<file path="src/rtl/store_rmw_unit.sv">
// Sub-word store unit: sb/sh are done as read-modify-write of the containing word,
// sw is a single write. Alignment/size errors and MFC timeouts end in a one-cycle Err.
module store_rmw_unit #(
    parameter int TIMEOUT = 16
) (
    input  logic        clk,
    input  logic        reset,
    input  logic        Start,
    input  logic [31:0] Addr,
    input  logic [31:0] D,
    input  logic [1:0]  DT,
    output logic [31:0] MemAddr,
    output logic [31:0] MemWData,
    input  logic [31:0] MemRData,
    output logic        MemEnable,
    output logic        MemRW,
    input  logic        MFC,
    output logic        Busy,
    output logic        Done,
    output logic        Err
);

    localparam int CW = $clog2(TIMEOUT + 1);
    localparam logic [CW-1:0] LAST_WAIT = CW'(TIMEOUT - 1);

    typedef enum logic [2:0] {
        IDLE,
        READ,
        WRITE,
        DONE,
        ERR
    } state_t;

    state_t        state_reg;
    logic [1:0]    addr_lo_reg;
    logic [31:0]   d_reg;
    logic [1:0]    dt_reg;
    logic [CW-1:0] wait_cnt_reg;

    logic          req_err;
    logic [3:0]    lane_mask;
    logic [31:0]   src_word;
    logic [31:0]   merged_word;

    assign req_err = (DT == 2'b11) ||
                     (DT == 2'b01 && Addr[0]) ||
                     (DT == 2'b10 && Addr[1:0] != 2'b00);

    // Lanes replaced by the store, and the source data replicated so that
    // every lane position already holds the right byte of D.
    always_comb begin
        lane_mask = 4'b0000;
        src_word  = d_reg;
        case (dt_reg)
            2'b00: begin
                lane_mask[addr_lo_reg] = 1'b1;
                src_word = {4{d_reg[7:0]}};
            end
            2'b01: begin
                lane_mask[{addr_lo_reg[1], 1'b0}] = 1'b1;
                lane_mask[{addr_lo_reg[1], 1'b1}] = 1'b1;
                src_word = {2{d_reg[15:0]}};
            end
            default: begin
                lane_mask = 4'b1111;
                src_word  = d_reg;
            end
        endcase
    end

    genvar gi;
    generate
        for (gi = 0; gi < 4; gi++) begin : g_lane
            assign merged_word[8*gi +: 8] = lane_mask[gi] ? src_word[8*gi +: 8]
                                                          : MemRData[8*gi +: 8];
        end
    endgenerate

    always_ff @(posedge clk or posedge reset) begin
        if (reset) begin
            state_reg    <= IDLE;
            addr_lo_reg  <= 2'b00;
            d_reg        <= 32'h0;
            dt_reg       <= 2'b00;
            wait_cnt_reg <= '0;
            MemAddr      <= 32'h0;
            MemWData     <= 32'h0;
            MemEnable    <= 1'b0;
            MemRW        <= 1'b0;
            Busy         <= 1'b0;
            Done         <= 1'b0;
            Err          <= 1'b0;
        end else begin
            Done <= 1'b0;
            Err  <= 1'b0;
            case (state_reg)
                IDLE: begin
                    if (Start) begin
                        addr_lo_reg  <= Addr[1:0];
                        d_reg        <= D;
                        dt_reg       <= DT;
                        MemAddr      <= {Addr[31:2], 2'b00};
                        wait_cnt_reg <= '0;
                        Busy         <= 1'b1;
                        if (req_err) begin
                            state_reg <= ERR;
                            Err       <= 1'b1;
                        end else if (DT == 2'b10) begin
                            state_reg <= WRITE;
                            MemWData  <= D;
                            MemEnable <= 1'b1;
                            MemRW     <= 1'b1;
                        end else begin
                            state_reg <= READ;
                            MemEnable <= 1'b1;
                            MemRW     <= 1'b0;
                        end
                    end
                end
                READ: begin
                    // MFC wins over a timeout in the same cycle.
                    if (MFC) begin
                        state_reg    <= WRITE;
                        MemWData     <= merged_word;
                        MemRW        <= 1'b1;
                        wait_cnt_reg <= '0;
                    end else if (wait_cnt_reg == LAST_WAIT) begin
                        state_reg <= ERR;
                        MemEnable <= 1'b0;
                        Err       <= 1'b1;
                    end else begin
                        wait_cnt_reg <= wait_cnt_reg + CW'(1);
                    end
                end
                WRITE: begin
                    if (MFC) begin
                        state_reg <= DONE;
                        MemEnable <= 1'b0;
                        MemRW     <= 1'b0;
                        Done      <= 1'b1;
                    end else if (wait_cnt_reg == LAST_WAIT) begin
                        state_reg <= ERR;
                        MemEnable <= 1'b0;
                        MemRW     <= 1'b0;
                        Err       <= 1'b1;
                    end else begin
                        wait_cnt_reg <= wait_cnt_reg + CW'(1);
                    end
                end
                DONE: begin
                    state_reg <= IDLE;
                    Busy      <= 1'b0;
                end
                ERR: begin
                    state_reg <= IDLE;
                    Busy      <= 1'b0;
                end
                default: begin
                    state_reg <= IDLE;
                    MemEnable <= 1'b0;
                    MemRW     <= 1'b0;
                    Busy      <= 1'b0;
                end
            endcase
        end
    end

endmodule

</file>
<file path="config.mk">
export PLATFORM = sky130hd
export DESIGN_NAME = store_rmw_unit
export DESIGN_NICKNAME = d
export VERILOG_FILES = /design/src/rtl/store_rmw_unit.sv
export SDC_FILE = /design/constraint.sdc
export NUM_CORES = 1
export LEC_CHECK = 0
export CAP_MARGIN = 25
export CORE_MARGIN = 1
export CORE_UTILIZATION = 50
export CTS_BUF_LIST = sky130_fd_sc_hd__clkbuf_16
export CTS_CLUSTER_SIZE = 28
export DETAILED_ROUTE_END_ITERATION = 7
export PLACE_DENSITY = 0.94
export SLEW_MARGIN = 25
export SYNTH_ARGS = -nofsm -noshare
export SYNTH_HDL_FRONTEND = slang
export SYNTH_SLANG_ARGS = --single-unit
</file>
<file path="constraint.sdc">
create_clock -name clk -period 8.8 [get_ports clk]
set_input_delay 1.76 -clock clk [delete_from_list [all_inputs] [get_ports clk]]
set_output_delay 1.76 -clock clk [all_outputs]
set_load 0.02 [all_outputs]
</file>
==> results of run 1 <==
## cell type report
| class | count | area [um^2] | area share |
|---|---|---|---|
| clock inverters | 6 | 46.3 | 0.00625 |
| multi-input cells | 322 | 2450 | 0.331 |
| flip-flops and latches | 111 | 2780 | 0.375 |
| clock buffers | 9 | 225 | 0.0304 |
| well taps | 136 | 170 | 0.0230 |
| inverters | 9 | 36.3 | 0.00490 |
| repair buffers | 171 | 1700 | 0.230 |
## metal layers
metal,track usage,up-vias,share of wire,routed length [um]
met5,0,-,0,0
met4,0.0962,0,0.020,280
met3,0.0380,26,0.060,841
met2,0.433,199,0.49,6830
met1,0.331,2161,0.43,6000
li1,-,2012,-,-
## power by group through the flow
stage | logic (uW) | registers [uW] | clock network (uW)
floorplan | 764 | 1090 | 0
global placement | 1350 | 983 | 0
detailed placement | 1400 | 1000 | 0
CTS | 1410 | 993 | 390
global route | 1510 | 1030 | 410
finish | 1400 | 996 | 384
## worst max-delay path, cell delays in order
cell             delay, ns
clkdlybuf4s50_1       0.57
nor4b_4               0.25
buf_4                 0.45
a31o_2                0.69
o21ai_0               0.19
o21ai_0               0.20
## per-stage QoR
step           std cells  worst slack [ns]  hold slack [ns]  power (uW)
2_1_floorplan        473              4.11            0.448        1860
3_3_place_gp         749              4.70            0.465        2340
3_5_place_dp         749              4.57            0.475        2400
4_1_cts              764              4.94            0.490        2790
5_1_grt              764              4.76            0.499        2950
6_report             764              4.95            0.484        2780
## cells by family after synthesis
group	share of synthesized area
xor+xnor	0.00162
flops	0.515
buf+inv	0.0355
compound gates	0.109
other cells	0.000695
simple gates	0.109
mux	0.227
fa+ha+maj	0.00232
## cell usage after synthesis (2+ instances only)
| cell type | n |
|---|---|
| a211oi_1 | 7 |
| a21oi_1 | 9 |
| a21oi_2 | 2 |
| a221oi_1 | 3 |
| a31oi_1 | 5 |
| buf_2 | 15 |
| buf_4 | 6 |
| clkbuf_1 | 10 |
| dfrtp_1 | 111 |
| inv_1 | 9 |
| mux2_1 | 28 |
| mux2_2 | 54 |
| mux2i_1 | 30 |
| nand2_1 | 48 |
| nand2b_1 | 3 |
| nand3_1 | 26 |
| nor2_1 | 11 |
| nor2b_1 | 6 |
| nor3_1 | 10 |
| nor3b_1 | 5 |
| o211ai_1 | 25 |
| o21a_1 | 2 |
| o21ai_0 | 17 |
| o21ai_1 | 8 |
| o22a_1 | 2 |
## final timing paths
path                       cells after the start      endpoint    startpoint  slack (ns)
max                                            6  MemWData[30]         Start        4.95
min                                            1    MemAddr[4]    MemAddr[4]        0.48
max reg2reg                                    5  MemWData[30]  state_reg[1]        6.20
min reg2reg                                    1    MemAddr[4]    MemAddr[4]        0.48
max in group asynchronous                      3     dt_reg[1]         reset        5.67
min in group asynchronous                      2  state_reg[1]         reset        1.79
==> flow_metrics.env, run 1 <==
export IMPL_run_status="finished, final reports clean"
export IMPL_tightest_slew_ns=1.06
export IMPL_power_switching_uw=1110
export IMPL_design_area_mm2=0.00741
export IMPL_slew_headroom=0.289
export IMPL_setup_viol=0
export IMPL_final_cell_mix="clkdlybuf4s50_1 (168), dfrtp_1 (110), mux2_2 (54)"
export IMPL_grt_max_degree=72
export IMPL_io_pins=171
export IMPL_design_die_area_mm2=0.0112
export IMPL_hold_viol=0
export IMPL_grt_pass1_wl_mm=22.5
export IMPL_syn_area_mm2=0.00540
export IMPL_worstPathRequired_ns=9.06
export IMPL_n_antenna_cell=0
export IMPL_p_per_area_mw_per_mm2=375
export IMPL_synth_ff_type="dfrtp_1"
export IMPL_rsz0062_at_grt="no"
export IMPL_fin_setup_tns_ns=0
export IMPL_synth_edff_count=0
export IMPL_maxSlewViolCount=0
export IMPL_gp_congestion=0.875
export IMPL_avgSynthCellArea_um2=11.4
export IMPL_fillers=726
export IMPL_start_kind="input pin"
export IMPL_h_tree_depth=3
export IMPL_layout_drive_gt1_share=0.132
export IMPL_clock_latency_ns=0.35
export IMPL_cts_resized_gates=0
export IMPL_grt_util_all_layers=0.255
export IMPL_sw_frac_of_total=0.401
export IMPL_end_kind="flop"
export IMPL_first_iter_violations=251
export IMPL_cts_hold_buf=0
export IMPL_synth_cells=472
export IMPL_comb_power_share=0.504
export IMPL_utilization=0.712
export IMPL_nNetsFinal=727
export IMPL_vias_per_cell=5.76
export IMPL_min_path_type="flop to flop"
export IMPL_syn_to_final_growth_pct=37.4
export IMPL_yosysUniqueCellTypes=45
export IMPL_clock_sinks=111
export IMPL_crit_arrival_ns=4.11
export IMPL_postRouteAntennaNets=0
export IMPL_synth_top_area_frac=0.515
export IMPL_intPower_uw=1670
export IMPL_wl_per_cell_um=18.3
export IMPL_pwr_share_clk=0.138
export IMPL_fmax_ghz=0.260
export IMPL_cts_setup_buffers=0
export IMPL_routed_wl_mm=14.0
export IMPL_yosysSeqAreaShare=0.515
export IMPL_portBuffers=168
export IMPL_cap_viol_max_count=0
export IMPL_cts_tree="done"
export IMPL_grt_ovfl_total=0
export IMPL_drc=0
export IMPL_seq_power_share=0.358
export IMPL_die_h_um=106
export IMPL_grt_pass1_vias=4517
export IMPL_initial_core_util=0.518
export IMPL_yosysTopAreaCell="dfrtp_1"
export IMPL_die_x_um=106
export IMPL_ys_top_cells_by_area="dfrtp_1 (51%), mux2_2 (11%), mux2_1 (5.8%), mux2i_1 (5.6%), o211ai_1 (3.5%)"
export IMPL_fp_row_count=37
export IMPL_dpl_cell_area_mm2=0.00713
export IMPL_yosys_warnings=0
export IMPL_criticalPathCategory="input pin to flop"
export IMPL_power_leakage_uw=0.00302
export IMPL_ir_worst_vdd_uv=190
export IMPL_dpl_hpwl_mm=9.96
export IMPL_final_common_cell="clkdlybuf4s50_1"
export IMPL_skew_ns=0.0139
export IMPL_fin_crit_ns=3.85
export IMPL_cts_max_path_buffers=2
export IMPL_cts_buffers_inserted=9
export IMPL_core_area_mm2=0.0104
export IMPL_antenna_found_initial=0
export IMPL_clk_pin_slew_worst_paths_ns=0.07
export IMPL_cts_root_buf="clkbuf_16"
export IMPL_synth_seq_cells=111
export IMPL_finalCritPeriodShare=0.438
export IMPL_ys_async_sr_fraction=1.00
export IMPL_cp_max_fo=33
export IMPL_first_pass_iters=5
export IMPL_dr_total_vias=4398
Power figures use the tool's default switching activity.
==> inputs of run 2 (changes only) <==
--- a/config.mk
+++ b/config.mk
@@ -7,11 +7,11 @@
 export LEC_CHECK = 0
 export CAP_MARGIN = 25
 export CORE_MARGIN = 1
-export CORE_UTILIZATION = 50
+export CORE_UTILIZATION = 42
 export CTS_BUF_LIST = sky130_fd_sc_hd__clkbuf_16
 export CTS_CLUSTER_SIZE = 28
 export DETAILED_ROUTE_END_ITERATION = 7
-export PLACE_DENSITY = 0.94
+export PLACE_DENSITY = 0.85
 export SLEW_MARGIN = 25
 export SYNTH_ARGS = -nofsm -noshare
 export SYNTH_HDL_FRONTEND = slang
==> constraint.sdc (replaced) <==
create_clock -name clk -period 3.3 [get_ports clk]
set_input_delay 0.66 -clock clk [delete_from_list [all_inputs] [get_ports clk]]
set_output_delay 0.66 -clock clk [all_outputs]
set_load 0.02 [all_outputs]
==> run 2 against run 1 <==
Worst setup slack worse by 3.9 ns. Largest power group unchanged. Count of clock-buffer cells in the layout is the same. First-iteration DRC count increased by 71%. Combinational power grew to 2.8 times the previous value. Sequential share of layout area fell by 0.84 points. Cell count up 5.6%. Die area grew 19%. Critical path depth increased by 1. Sequential cell count did not move. Worst hold slack improved by 0.00056 ns. Largest cell class unchanged. Clock skew down 0.0035 ns.
==> flow_metrics.env, run 2 (synthesized netlist as in run 1, its figures left out) <==
export IMPL_fp_row_count=41
export IMPL_layout_drive_gt1_share=0.137
export IMPL_fin_crit_ns=2.28
export IMPL_end_kind="flop"
export IMPL_grt_max_degree=94
export IMPL_final_common_cell="clkdlybuf4s50_1"
export IMPL_criticalPathCategory="input pin to flop"
export IMPL_antenna_found_initial=0
export IMPL_slew_headroom=0.432
export IMPL_portBuffers=168
export IMPL_place_inst=791
export IMPL_dr_total_vias=4505
export IMPL_final_cells=807
export IMPL_grt_util_all_layers=0.229
export IMPL_cts_buffers_inserted=9
export IMPL_slowest_delay_ns=0.56
export IMPL_grt_pass1_wl_mm=23.3
export IMPL_postRouteAntennaNets=0
export IMPL_cts_resized_gates=0
export IMPL_rsz0062_at_grt="no"
export IMPL_vias_per_cell=5.58
export IMPL_crit_buf_inv=3
export IMPL_cp_max_fo=32
export IMPL_gp_congestion=0.882
export IMPL_power_leakage_uw=0.00307
export IMPL_initial_core_util=0.429
export IMPL_hold_viol=0
export IMPL_crit_arrival_ns=2.49
export IMPL_worstPathRequired_ns=3.51
export IMPL_p_per_area_mw_per_mm2=1010
export IMPL_io_pins=171
export IMPL_clock_latency_ns=0.34
export IMPL_wl_per_cell_um=18.3
export IMPL_setup_viol=0
export IMPL_die_x_um=115
export IMPL_worst_path_most_repeated_cell="buf_4"
export IMPL_die_h_um=115
export IMPL_post_place_ws_ns=0.672
export IMPL_first_iter_violations=429
export IMPL_syn_to_final_growth_pct=40.4
export IMPL_final_cell_mix="clkdlybuf4s50_1 (168), dfrtp_1 (111), mux2_2 (54)"
export IMPL_clk_pin_slew_worst_paths_ns=0.07
export IMPL_crit_path_top_delay_cell="clkdlybuf4s50_1"
export IMPL_min_path_type="flop to flop"
export IMPL_fmax_ghz=0.438
export IMPL_grt_ovfl_total=0
export IMPL_n_antenna_cell=0
export IMPL_finalCritPeriodShare=0.691
export IMPL_cts_root_buf="clkbuf_16"
export IMPL_cts_setup_buffers=0
export IMPL_design_die_area_mm2=0.0133
export IMPL_holdWs_ns=0.485
export IMPL_dpl_hpwl_mm=10.4
export IMPL_start_kind="input pin"
export IMPL_skew_ns=0.0104
export IMPL_run_status="finished, final reports clean"
export IMPL_layout_setup_ws_ns=1.02
export IMPL_maxSlewViolCount=0
export IMPL_clock_sinks=111
export IMPL_crit_family="buffers and inverters"
export IMPL_drc=0
export IMPL_ir_worst_vdd_uv=414
export IMPL_nNetsFinal=733
export IMPL_cts_hold_buf=0
export IMPL_crit_chain="clkdlybuf4s50_1 > nor4b_4 > buf_4 > a31oi_4 > buf_4 > nand2_1 > o211ai_1"
export IMPL_h_tree_depth=3
export IMPL_first_pass_iters=5
export IMPL_cts_tree="done"
export IMPL_core_area_mm2=0.0126
export IMPL_cts_max_path_buffers=2
export IMPL_routed_wl_mm=14.8
export IMPL_fin_setup_tns_ns=0
export IMPL_tightest_slew_ns=0.849
export IMPL_grt_pass1_vias=4769
export IMPL_cap_viol_max_count=0
==> run 2: layer usage <==
metal | track usage | vias to the layer above | wire length [um]
li1 | - | 2022 | -
met1 | 0.286 | 2257 | 6160
met2 | 0.389 | 204 | 7400
met3 | 0.0464 | 22 | 994
met4 | 0.0883 | 0 | 220
met5 | 0 | - | 0
==> run 2: worst paths after layout <==
path                                   start            to  slack, ns  cells after the start
worst max register to register  state_reg[1]  MemWData[20]       1.15                      6
worst min-delay path             MemAddr[20]   MemAddr[20]       0.48                      1
worst max-delay path                   Start  MemWData[20]       1.02                      7
min in group asynchronous              reset   MemAddr[25]       0.68                      2
worst min register to register   MemAddr[20]   MemAddr[20]       0.48                      1
max in group asynchronous              reset   MemWData[8]       1.79                      3
==> run 2: worst register-to-register path, stage by stage (launching register included) <==
cell and delay, ns:
dfrtp_1 0.63, nor4b_4 0.50, buf_4 0.28, a31oi_4 0.10, buf_4 0.27, nand2_1 0.15
o211ai_1 0.09
==> run 2: area by class of cell <==
| type | count | area [um^2] |
|---|---|---|
| multi-input cells | 322 | 2450 |
| inverters | 9 | 37.5 |
| fillers | 1023 | 4990 |
| flip-flops and latches | 111 | 2780 |
| clock inverters | 7 | 87.6 |
| repair buffers | 177 | 1790 |
| well taps | 172 | 215 |
| clock buffers | 9 | 225 |
==> run 2: stage by stage <==
stage	power [uW]	cell area [um^2]	utilization
after floorplan	4950	5400	-
after global placement	6330	7260	0.578
after detailed placement	6520	7260	0.578
after CTS	7700	7580	0.603
after global routing	8140	7580	0.603
final	7660	7580	0.603
==> run 2: power breakdown <==
part / total, uW / switching, uW / internal [uW]
Combinational: 3880 / 1940 / 1950
Clock: 1150 / 492 / 661
Sequential: 2620 / 578 / 2040
Total: 7660 / 3010 / 4650
